<file path="config.mk">
export PLATFORM = sky130hd
export DESIGN_NAME = sumador_arbiter
export DESIGN_NICKNAME = d
export VERILOG_FILES = /design/src/rtl/sumador_arbiter.sv
export SDC_FILE = /design/constraint.sdc
export NUM_CORES = 1
export LEC_CHECK = 0
export CAP_MARGIN = 10
export CORE_MARGIN = 3
export CORE_UTILIZATION = 44
export CTS_CLUSTER_DIAMETER = 120
export DETAILED_ROUTE_END_ITERATION = 7
export GPL_ROUTABILITY_DRIVEN = 1
export GPL_TIMING_DRIVEN = 0
export MAX_ROUTING_LAYER = met4
export PLACE_DENSITY = 0.85
export SETUP_SLACK_MARGIN = 0.05
export SLEW_MARGIN = 20
export SYNTH_ARGS = -nofsm -noshare
export SYNTH_HDL_FRONTEND = slang
export SYNTH_SLANG_ARGS = --single-unit
</file>
<file path="constraint.sdc">
create_clock -name clk -period 4.3 [get_ports clk]
set_clock_uncertainty 0.2 [all_clocks]
set_input_delay 0.86 -clock clk [delete_from_list [all_inputs] [get_ports clk]]
set_output_delay 0.86 -clock clk [all_outputs]
set_load 0.005 [all_outputs]
</file>
<file path="src/rtl/sumador_arbiter.sv">
// sumador_arbiter: shares one start/done adder between two requesters.
// Round-robin grant on ties, operands latched at grant, one transaction
// in flight; a done that never comes is aborted after TIMEOUT wait cycles.
module sumador_arbiter #(
  parameter int WIDTH   = 8,
  parameter int TIMEOUT = 16
) (
  input  logic             clk,
  input  logic             rst,
  input  logic             req0_valid,
  input  logic [WIDTH-1:0] req0_a,
  input  logic [WIDTH-1:0] req0_b,
  output logic             req0_ready,
  input  logic             req1_valid,
  input  logic [WIDTH-1:0] req1_a,
  input  logic [WIDTH-1:0] req1_b,
  output logic             req1_ready,
  output logic [WIDTH-1:0] add_a,
  output logic [WIDTH-1:0] add_b,
  output logic             add_start,
  input  logic [WIDTH-1:0] add_sum,
  input  logic             add_cout,
  input  logic             add_done,
  output logic             rsp0_valid,
  output logic             rsp1_valid,
  output logic [WIDTH-1:0] rsp_sum,
  output logic             rsp_cout,
  output logic             rsp_err,
  output logic             busy
);

  // Timer counts WAIT cycles 0 .. TIMEOUT-1; the last value is the abort point.
  localparam int TW = (TIMEOUT > 2) ? $clog2(TIMEOUT) : 1;
  localparam logic [TW-1:0] TIMER_LAST = TW'(TIMEOUT - 1);

  typedef enum logic [1:0] {
    ST_IDLE  = 2'd0,
    ST_ISSUE = 2'd1,
    ST_WAIT  = 2'd2,
    ST_RESP  = 2'd3
  } state_t;

  state_t           state_reg;
  logic             grant_reg;    // id of the requester owning the transaction
  logic             last_id_reg;  // id served most recently, loses the next tie
  logic [WIDTH-1:0] a_reg;
  logic [WIDTH-1:0] b_reg;
  logic [WIDTH-1:0] sum_reg;
  logic             cout_reg;
  logic             err_reg;
  logic [TW-1:0]    timer_reg;

  logic grant_any;
  logic grant_id;

  // Grant decision: only in IDLE; a tie goes to the requester not served last.
  always_comb begin
    grant_any = (state_reg == ST_IDLE) && !rst && (req0_valid || req1_valid);
    if (req0_valid && req1_valid) begin
      grant_id = ~last_id_reg;
    end else begin
      grant_id = req1_valid;
    end
  end

  assign req0_ready = grant_any && !grant_id;
  assign req1_ready = grant_any &&  grant_id;

  // Transaction FSM: grant/latch, start pulse, bounded wait, one-cycle response.
  always_ff @(posedge clk) begin
    if (rst) begin
      state_reg   <= ST_IDLE;
      grant_reg   <= 1'b0;
      last_id_reg <= 1'b1;
      a_reg       <= '0;
      b_reg       <= '0;
      sum_reg     <= '0;
      cout_reg    <= 1'b0;
      err_reg     <= 1'b0;
      timer_reg   <= '0;
    end else begin
      case (state_reg)
        ST_IDLE: begin
          if (grant_any) begin
            grant_reg <= grant_id;
            a_reg     <= grant_id ? req1_a : req0_a;
            b_reg     <= grant_id ? req1_b : req0_b;
            state_reg <= ST_ISSUE;
          end
        end
        ST_ISSUE: begin
          // A done seen here belongs to nobody and is dropped.
          timer_reg <= '0;
          state_reg <= ST_WAIT;
        end
        ST_WAIT: begin
          if (add_done) begin
            // Done wins even on the abort cycle.
            sum_reg   <= add_sum;
            cout_reg  <= add_cout;
            err_reg   <= 1'b0;
            state_reg <= ST_RESP;
          end else if (timer_reg == TIMER_LAST) begin
            sum_reg   <= '0;
            cout_reg  <= 1'b0;
            err_reg   <= 1'b1;
            state_reg <= ST_RESP;
          end else begin
            timer_reg <= timer_reg + TW'(1);
          end
        end
        ST_RESP: begin
          last_id_reg <= grant_reg;
          state_reg   <= ST_IDLE;
        end
        default: state_reg <= ST_IDLE;
      endcase
    end
  end

  // Adder side: operands only while the adder owns the transaction.
  assign add_start = (state_reg == ST_ISSUE);
  assign add_a     = ((state_reg == ST_ISSUE) || (state_reg == ST_WAIT)) ? a_reg : '0;
  assign add_b     = ((state_reg == ST_ISSUE) || (state_reg == ST_WAIT)) ? b_reg : '0;

  // Response side: shared result bus is zero outside the RESP cycle.
  assign rsp0_valid = (state_reg == ST_RESP) && !grant_reg;
  assign rsp1_valid = (state_reg == ST_RESP) &&  grant_reg;
  assign rsp_sum    = (state_reg == ST_RESP) ? sum_reg : '0;
  assign rsp_cout   = (state_reg == ST_RESP) && cout_reg;
  assign rsp_err    = (state_reg == ST_RESP) && err_reg;
  assign busy       = (state_reg != ST_IDLE);

endmodule
</file>
* After elaboration in Yosys (flattened, before gate mapping) *
Index checks and enable logic that the tools add are counted.

word-level totals
  register bits = 34
  input port bits = 46
  output and inout port bits = 32
  logic and storage cells = 60

operators by class
  $add $sub $neg = 1
  equal/unequal tests = 8
  mux-type cells = 19
  bitwise gates (word level) = 1
  reductions and logical operators = 22

operators by type and width
  operator                                                                count
  8-bit two-way mux                                                       7
  1-bit logical AND                                                       9
  4-bit two-way mux                                                       2
  2-bit case mux with 4 select lines                                      1
  4-bit case mux with 2 select lines                                      1
  2-bit two-way mux                                                       3
  2-bit inequality test (second input constant)                           3
  2-bit AND reduction                                                     3
  2-bit nonzero test                                                      3
  1-bit two-way mux                                                       5
  4-bit by 1-bit adder with 4-bit output (second input constant)          1
  2-bit equality test (second input constant)                             2
  4-bit equality test (second input constant)                             1
  1-bit logical NOT                                                       3
  3-bit inequality test (second input constant)                           1
  3-bit AND reduction                                                     1
  2-bit by 1-bit equality test with 1-bit output (second input constant)  1
  2-bit logical NOT                                                       1
  1-bit logical OR                                                        2
  1-bit inverter                                                          1

* Longest topological paths before layout *
  depth after elaboration = 5
  mapped depth = 7

* Least setup slack after synthesis *
OpenSTA, ideal clock, no wires.

  path kind = input-to-output
  start point = input req1_valid
  end point = output req0_ready
  data arrival time = 1,480 ps
  required time = 3,240 ps
  slack = 1,760 ps
  stages = 4
  path buffers = 2
  path through = a21boi_2 > buf_6 > buf_8 > nor3_1

between the ends
  cells in the longest elaborated chain, start to end = 4
  elaborated cells on any way between the ends = 6
  those cells by class = mux: 1; reduce/logical: 5

RTL lines
  item                 RTL line  text
  start, declared      14        input logic req1_valid,
  1-bit logical AND    59        if (req0_valid && req1_valid) begin
  1-bit two-way mux    59
  1-bit logical NOT    66        assign req0_ready = grant_any && !grant_id;
  1-bit logical AND *  66
  end, declared        13        output logic req0_ready,

Mark *: on every way between the ends. The rest lies on a longest branch, timed or not.

* Worst setup path in the final report *
  start point = input rst
  end point = output req1_ready

between the ends
  cells in the longest elaborated chain, start to end = 4

RTL lines
  item                             RTL line  text
  start, declared                  9         input logic rst,
  1-bit logical NOT                58        grant_any = (state_reg == ST_IDLE) && !rst && (req0_valid || req1_valid);
  1-bit logical AND (2 in series)  58
  1-bit logical AND                67        assign req1_ready = grant_any && grant_id;
  end, declared                    17        output logic req1_ready,

No other way between the ends.

==> results.json <==
{
  "outcome": "completed",
  "finalWorstPathRequiredPeriod_ns": 3.68,
  "multi_input_area_um2": 926,
  "max-slew-margin-rel_pct": 66.2,
  "internal_power_mw": 0.827,
  "syn-num-nets": 238,
  "wl_per_cell_um": 13.8,
  "synth_area_mm2": 0.00170,
  "period_share_pct": 85.7,
  "worstMarginPinSlew_ns": 0.507,
  "clockPowerShare_pct": 23.9,
  "peakVddDrop_v": 0.000376,
  "routabilityCongestion": 0.859,
  "synthTopCellsByCount": "dfxtp_1, and2_1, nor2_1",
  "dieHeight_um": 68.1,
  "routed_wl_um": 4340,
  "tns_ns": 0,
  "n_antenna_cell": 0,
  "first_iter_violations": 91,
  "synth-warning-count": 0,
  "cts_root_buf": "clkbuf_8",
  "p_sw_share_pct": 33.0,
  "synth_top_cell_area_share_pct": 40.1,
  "cts_buffers": 5,
  "setup_viol": 0,
  "cp_data_required_time_ns": 3.24,
  "dpl.cell_count": 308,
  "grt-ovfl-total": 0,
  "post-synth-top-area-cell": "dfxtp_1",
  "ant_nets": 0,
  "syn_area_per_cell_um2": 9.18,
  "vias": 1626,
  "cp-start-kind": "input port",
  "yosys-top-cells-area": "dfxtp_1, and2_1, mux2i_1",
  "drive_gt1_share_pct": 6.69,
  "drc": 0,
  "die_w_um": 68.1,
  "clockBufferDepth": 2,
  "fin_util_pct": 74.9,
  "port_buffers": 77,
  "dr.pass1.iters": 4,
  "layoutNonFillerInstCount": 315,
  "async_reset_ff_share_pct": 0,
  "hold_viol_final": 0,
  "power.leakage_nw": 1.03,
  "htree_levels": 2,
  "cts_tree": "done",
  "maxSlewViolCount": 0,
  "hold_buffers": 0,
  "total_power_mw": 1.23,
  "r2r_slack_ns": 2.27,
  "grt_pass1_vias": 1536,
  "dieArea_mm2": 0.00464,
  "grt_pass1_wl_um": 6750,
  "cts.sinks": 34,
  "synth_seq_cells": 34,
  "synth_most_common_cell": "dfxtp_1",
  "nets": 322,
  "grt_max_degree": 11,
  "postCtsResizedCells": 0,
  "switching_power_mw": 0.407,
  "syn_inst": 185,
  "maxCapViolCount": 0,
  "rsz0062_at_grt": "no",
  "antenna_found_initial": 0,
  "io_pins": 78,
  "timing.fmax_mhz": 271,
  "ys_seq_area_share_pct": 40.1,
  "viasPerCell": 5.16,
  "holdWs_ns": 0.273,
  "clk_latency_ns": 0.28,
  "synthToLayoutAreaGrowth_pct": 55.4,
  "hpwl_um": 3240,
  "initial_core_util_pct": 48.2,
  "end_kind": "primary output",
  "cp_max_fo": 10,
  "final-seq-area_um2": 681,
  "postCtsSetupBuffers": 0,
  "nFillCells": 278,
  "comb_power_share_pct": 42.8,
  "p_per_area_mw_per_mm2": 468,
  "synth_edf_count": 0,
  "grt_util_all_layers_pct": 20.1,
  "hp-class": "flop to flop",
  "synth-main-ff-cell": "dfxtp_1",
  "path_clk_slew_ns": 0.06,
  "netlist-cell-type-count": 33,
  "crit_type": "input port to primary output",
  "design.core.area_mm2": 0.00352,
  "placementRows": 21,
  "arrival_ns": 2.62,
  "seqPwrFrac_pct": 33.3
}
-- worst max-delay path, stage by stage --
cell and delay [ns]:
clkdlybuf4s50_1 0.51, buf_2 0.24, clkbuf_1 0.43, nor2_1 0.12, clkdlybuf4s50_1 0.46
-- power groups by stage --
stage / sequential, mW / combinational, mW / clock [mW]
4_1_cts: 0.411 / 0.532 / 0.299
5_1_grt: 0.418 / 0.585 / 0.309
6_report: 0.411 / 0.529 / 0.294
3_5_place_dp: 0.418 / 0.523 / 0
3_3_place_gp: 0.414 / 0.513 / 0
2_1_floorplan: 0.409 / 0.307 / 0
-- path summary, 6_finish.rpt --
| check | start | depth (start not counted) | end |
|---|---|---|---|
| setup / recovery | rst | 5 | req1_ready |
| hold / removal | sum_reg[6] | 1 | sum_reg[6] |
| hold reg to reg | sum_reg[6] | 1 | sum_reg[6] |
| setup reg to reg | state_reg[1] | 6 | timer_reg[3] |
-- kinds of logic (layout without fill, tap and decap cells) --
family	after synthesis	in the layout	share of synthesized area, %
compound gates	45	45	20.9
flops	34	34	40.1
fa+ha+maj	7	7	5.16
buf+inv	18	102	5.38
simple gates	65	65	19.1
mux	16	16	9.43
-- layer usage --
layer | global-route usage (%) | share of wire, %
met2 | 32.9 | 49
met5 | - | 0
met1 | 22.9 | 43
met4 | 8.19 | 2.2
met3 | 5.75 | 5.9
-- through the flow --
stage	cell area, µm²	worst slack, ns
3_5_place_dp	2530	0.614
2_1_floorplan	1700	1.76
6_report	2640	0.616
5_1_grt	2640	0.515
4_1_cts	2640	0.617
3_3_place_gp	2530	0.633
-- area by class of cell --
| class | count | share of cell area [%] |
|---|---|---|
| Clock buffer | 6 | 3.13 |
| Inverter | 7 | 0.996 |
| Tap cell | 46 | 2.18 |
| Clock inverter | 1 | 1.14 |
| Timing Repair Buffer | 77 | 29.2 |
| Buffer | 11 | 2.47 |
| Multi-Input combinational cell | 133 | 35.1 |
| Sequential cell | 34 | 25.8 |
-- cell usage in the layout (no fill, tap or decap), types with 5 or more instances in the layout --
cell,n
clkdlybuf4s50_1,77
dfxtp_1,34
and2_1,26
nor2_1,25
mux2i_1,16
a211oi_1,16
a22o_1,9
inv_1,7
nand2_1,7
ha_1,7
clkbuf_8,6
clkbuf_1,5
Power figures use the tool's default switching activity.
